[src/rtl/fetch_sequencer.sv]
// Instruction-fetch controller: drives the PC into a combinational instruction
// memory, captures {pc, instr} pairs into a small circular prefetch buffer and
// hands them to decode over a valid/ready handshake. Supports start, halt,
// branch/jump redirect with flush, and end-of-program drain.
module fetch_sequencer #(
    parameter int unsigned     PC_W     = 16,
    parameter int unsigned     INSTR_W  = 16,
    parameter logic [PC_W-1:0] RESET_PC = 16'h0000,
    parameter logic [PC_W-1:0] LAST_PC  = 16'h001C,
    parameter int unsigned     DEPTH    = 2
) (
    input  logic               clk,
    input  logic               rst_n,
    input  logic               start,
    input  logic               halt,
    input  logic               redirect_valid,
    input  logic [PC_W-1:0]    redirect_pc,
    output logic [PC_W-1:0]    fetch_pc,
    input  logic [INSTR_W-1:0] imem_instr,
    output logic               out_valid,
    output logic [INSTR_W-1:0] out_instr,
    output logic [PC_W-1:0]    out_pc,
    input  logic               out_ready,
    output logic               busy
);

    localparam int unsigned PTR_W = (DEPTH > 1) ? $clog2(DEPTH) : 1;
    localparam int unsigned CNT_W = PTR_W + 1;

    typedef enum logic [1:0] {
        IDLE  = 2'd0,
        FETCH = 2'd1,
        DRAIN = 2'd2
    } state_t;

    state_t             state_q, state_d;
    logic [PC_W-1:0]    pc_q, pc_d;
    logic [CNT_W-1:0]   count_q, count_d;
    logic [PTR_W-1:0]   rd_ptr_q, rd_ptr_d;
    logic [PTR_W-1:0]   wr_ptr_q, wr_ptr_d;
    logic [PC_W-1:0]    buf_pc_q    [DEPTH];
    logic [INSTR_W-1:0] buf_instr_q [DEPTH];

    logic pop;
    logic push;

    assign out_valid = (count_q != '0);
    assign out_pc    = out_valid ? buf_pc_q[rd_ptr_q]    : '0;
    assign out_instr = out_valid ? buf_instr_q[rd_ptr_q] : '0;
    assign fetch_pc  = pc_q;
    assign busy      = (state_q != IDLE);
    assign pop       = out_valid & out_ready;

    // Next-state logic: halt beats redirect beats normal push/pop.
    always_comb begin
        state_d  = state_q;
        pc_d     = pc_q;
        count_d  = count_q;
        rd_ptr_d = rd_ptr_q;
        wr_ptr_d = wr_ptr_q;
        push     = 1'b0;

        if (pop) begin
            rd_ptr_d = rd_ptr_q + PTR_W'(1);
        end

        if (halt) begin
            // A same-cycle pop has already been consumed by decode; the
            // flush simply discards whatever else remains.
            state_d  = IDLE;
            count_d  = '0;
            rd_ptr_d = '0;
            wr_ptr_d = '0;
        end else if (redirect_valid && (state_q != IDLE)) begin
            state_d  = FETCH;
            count_d  = '0;
            rd_ptr_d = '0;
            wr_ptr_d = '0;
            pc_d     = {redirect_pc[PC_W-1:1], 1'b0};
        end else begin
            case (state_q)
                IDLE: begin
                    if (start) begin
                        state_d = FETCH;
                    end
                end
                FETCH: begin
                    if ((count_q < CNT_W'(DEPTH)) || pop) begin
                        push     = 1'b1;
                        wr_ptr_d = wr_ptr_q + PTR_W'(1);
                        pc_d     = pc_q + PC_W'(2);
                        if (pc_q == LAST_PC) begin
                            state_d = DRAIN;
                        end
                    end
                end
                DRAIN: begin
                    if (count_q == '0) begin
                        state_d = IDLE;
                        pc_d    = RESET_PC;
                    end
                end
                default: begin
                    state_d = IDLE;
                end
            endcase

            case ({push, pop})
                2'b10:   count_d = count_q + CNT_W'(1);
                2'b01:   count_d = count_q - CNT_W'(1);
                default: count_d = count_q;
            endcase
        end
    end

    // Control registers with asynchronous active-low reset.
    always_ff @(posedge clk or negedge rst_n) begin
        if (!rst_n) begin
            state_q  <= IDLE;
            pc_q     <= RESET_PC;
            count_q  <= '0;
            rd_ptr_q <= '0;
            wr_ptr_q <= '0;
        end else begin
            state_q  <= state_d;
            pc_q     <= pc_d;
            count_q  <= count_d;
            rd_ptr_q <= rd_ptr_d;
            wr_ptr_q <= wr_ptr_d;
        end
    end

    // Buffer storage; contents are don't-care while count is zero, so no reset.
    always_ff @(posedge clk) begin
        if (push) begin
            buf_pc_q[wr_ptr_q]    <= pc_q;
            buf_instr_q[wr_ptr_q] <= imem_instr;
        end
    end

endmodule
[config.mk]
export PLATFORM = sky130hd
export DESIGN_NAME = fetch_sequencer
export DESIGN_NICKNAME = d
export VERILOG_FILES = /design/src/rtl/fetch_sequencer.sv
export SDC_FILE = /design/constraint.sdc
export NUM_CORES = 1
export LEC_CHECK = 0
export BUFFER_PORTS_ARGS = -buffer_cell sky130_fd_sc_hd__buf_2
export CELL_PAD_IN_SITES_DETAIL_PLACEMENT = 1
export CELL_PAD_IN_SITES_GLOBAL_PLACEMENT = 2
export CORE_UTILIZATION = 32
export CTS_CLUSTER_DIAMETER = 150
export DETAILED_ROUTE_END_ITERATION = 6
export PLACE_DENSITY_LB_ADDON = 0.1
export SLEW_MARGIN = 5
export SYNTH_ARGS = -nofsm -noshare
export SYNTH_HDL_FRONTEND = slang
export SYNTH_SLANG_ARGS = --single-unit
[constraint.sdc]
create_clock -name clk -period 4.36 [get_ports clk]
set_input_delay 1.09 -clock clk [delete_from_list [all_inputs] [get_ports clk]]
set_output_delay 1.09 -clock clk [all_outputs]
set_load 0.01 [all_outputs]
==> results.ini <==
[status]
outcome=complete, but fails checks
violations=design-rule violations

[routing]
dr_total_vias=2731
drt-initial-drc-count=121
wl_per_cell_um=17.89
viasPerCell=5.133
drc=16
drtPass1Iterations=6
detail-route-antenna-nets=0
drt_wl_total_mm=9.519

[clock_tree]
cts_buffers=9
cts_setup_buffers=0
clk_latency_ps=340
cts_tree=built
cts-root-buf=clkbuf_16
cts_max_level=3
post_cts_resized=0
clock-sinks=83
holdBufCountCts=0
cts_max_path_buffers=2
clkTransAtPathRegs_ps=70

[critical_path]
worstRegToRegCells=4
cp-endpoint=out_pc[2]
endpoint_kind=output pin
rrSetupSlack_ps=2220
crit_start=rd_ptr_q$_DFFE_PN0P_
crit_required_ps=3270
crit_path_start_kind=flop
cp_data_arrival_time_ps=1890
r2r-end=buf_instr_q[0][2]$_DFFE_PP_
timing.rr.start=state_q[0]$_DFFE_PN0P_
critPathKind=flop to output pin
path_max_fanout=32

[yosys]
postSynth.asyncResetShare=0.2530
synth.cell_area_sq_mm=0.003817
synthCells=308
synthDistinctLibCells=54
yosys_most_used_dff=edfxtp_1
syn_avg_cell_area_sq_um=12.39
yosysWarnings=0
ys_ff_latch=83
synth_top_cells_by_area=edfxtp_1, dfrtp_1, mux2i_1, nor2_1, o21ai_0
synth_edf_count=62
synth_top_cell_by_area=edfxtp_1
synth_top_area_frac=0.4877
synth-seq-area-share=0.6254

[hold_path]
hold_depth=0
min_path_type=flop to flop

[global_route]
antenna_found_initial=0
grt_pass1_vias=2825
grt_pass1_wl_mm=15.54
track_usage=0.1637
grt_max_degree=33
grt_overflow=0

[final_layout]
final_common_cell=buf_2
regArea_sq_mm=0.002389
nets=424
nFillCells=1233
diodes=0
final_cell_mix=buf_2, edfxtp_1, nor2_1
area_growth_pct=21.99
multiInputGateArea_sq_mm=0.001319
drive_above_1_share=0.2931

[flow_run]
maxCapViolCount=0

[pwr]
vdd_drop_max_v=0.0001785
p_sw_mw=0.7666
leakagePower_nw=1.764
power.density_mw_per_mm2=508.0
internal-power_mw=1.599
p_sw_frac=0.3240
power.total_mw=2.366
combPwrFrac=0.202
share_clk_of_total_power=0.320
sequentialPowerShare=0.478

[sta]
worst_pin_slew_ps=993.6
min_period_ps=2984
setup_tns_ps=0
finalSetupViolations=0
max_freq_mhz=335.1
clock_skew_ps=8.966
slew_viol_final=0
finalCritPeriodShare=0.6844
relSlewSlack=0.3376
hold_viol_final=0
rsz0062_at_grt=no

[placed_design]
portBuffers=84
dp_hpwl_mm=6.135
routabilityCongestion=0.7131

[die]
coreArea_sq_mm=0.01152
initial_core_util=0.3315
num_io_pins=88
dieHeight_um=111.2
dieWidth_um=111.2
rows=39
die-area_sq_mm=0.01237

[routing by layer]
layer,vias to the layer above,wire length [um],share of wire,global-route usage
met3,10,403,0.042,0.02898
met2,57,4772,0.50,0.2758
li1,1311,-,-,-
met5,-,0,0,0
met4,0,138,0.014,0.06216
met1,1353,4204,0.44,0.2093
[area by class of cell]
class,count,area share
tap,143,0.03842
inverter,7,0.005642
timing repair buffer,88,0.09672
clock inverter,6,0.01397
sequential,83,0.5129
multi-input combinational,195,0.2832
clock buffer,10,0.04917
[logic make-up after synthesis]
group,after synthesis,share of synthesized area
muxes,32,0.08522
AOI/OAI and AO/OA,61,0.1072
buffers and inverters,31,0.03868
xor gates and xnor gates,4,0.009179
and+or+nand+nor,94,0.1268
adders and majority gates,2,0.006554
DFF,83,0.6254
other,1,0.0009823
[registers in the layout, indices dropped and copies added (netlist names)]
signal and count:
count_q 2, state_q 2, buf_pc_q 30, fetch_pc 15, buf_instr_q 32, wr_ptr_q 1
rd_ptr_q 1
[how the worst min path moves through the flow]
stage,startpoint,end
3_5_place_dp,fetch_pc[15]$_DFFE_PN0P_,buf_pc_q[0][15]$_DFFE_PP_
5_1_grt,fetch_pc[15]$_DFFE_PN0P_,buf_pc_q[1][15]$_DFFE_PP_
2_1_floorplan,fetch_pc[4]$_DFFE_PN0P_,buf_pc_q[0][4]$_DFFE_PP_
4_1_cts,fetch_pc[15]$_DFFE_PN0P_,buf_pc_q[1][15]$_DFFE_PP_
3_3_place_gp,fetch_pc[15]$_DFFE_PN0P_,buf_pc_q[0][15]$_DFFE_PP_
6_report,fetch_pc[15]$_DFFE_PN0P_,buf_pc_q[1][15]$_DFFE_PP_
[critical path: stages (launching register included)]
cell and delay [ps]:
dfrtp_2 1030, mux2i_1 320, nor2_1 70, buf_2 150
[power groups by stage]
| stage | registers, mW | clock network, mW | logic [mW] |
|---|---|---|---|
| global placement | 1.14 | 0 | 0.480 |
| global route | 1.15 | 0.801 | 0.536 |
| detailed placement | 1.15 | 0 | 0.486 |
| floorplan | 1.07 | 0 | 0.317 |
| CTS | 1.14 | 0.771 | 0.489 |
| finish | 1.13 | 0.758 | 0.477 |
[synthesized netlist by cell type, types with 2 or more instances]
master	number
a21oi_1	9
o31ai_1	8
a22oi_1	5
o31a_1	4
buf_4	3
o22ai_1	6
xnor2_1	3
o21ai_0	12
and2_1	2
or2_2	2
nand3_1	4
ha_1	2
a32oi_1	2
edfxtp_1	62
nand2_1	8
nor2_1	42
clkbuf_1	9
nor3b_1	2
and3_1	2
dfrtp_1	21
buf_2	10
or4_1	3
a31oi_1	4
and4_1	2
inv_1	7
a211oi_1	4
nor4_1	3
mux2i_1	31
nor3_1	9
nand4_1	3
[metrics by stage]
| step | hold slack (ps) | util | std cells | setup slack [ps] | area, sq um |
|---|---|---|---|---|---|
| 2_1_floorplan | 523.5 | - | 309 | 757.9 | 3834 |
| 3_3_place_gp | 544.5 | 0.3789 | 516 | 1626 | 4363 |
| 3_5_place_dp | 558.2 | 0.3789 | 516 | 1586 | 4363 |
| 4_1_cts | 575.8 | 0.4044 | 532 | 1325 | 4657 |
| 5_1_grt | 634.8 | 0.4044 | 532 | 1283 | 4657 |
| 6_report | 584.2 | 0.4044 | 532 | 1376 | 4657 |
(Power assumes the default switching activity.)
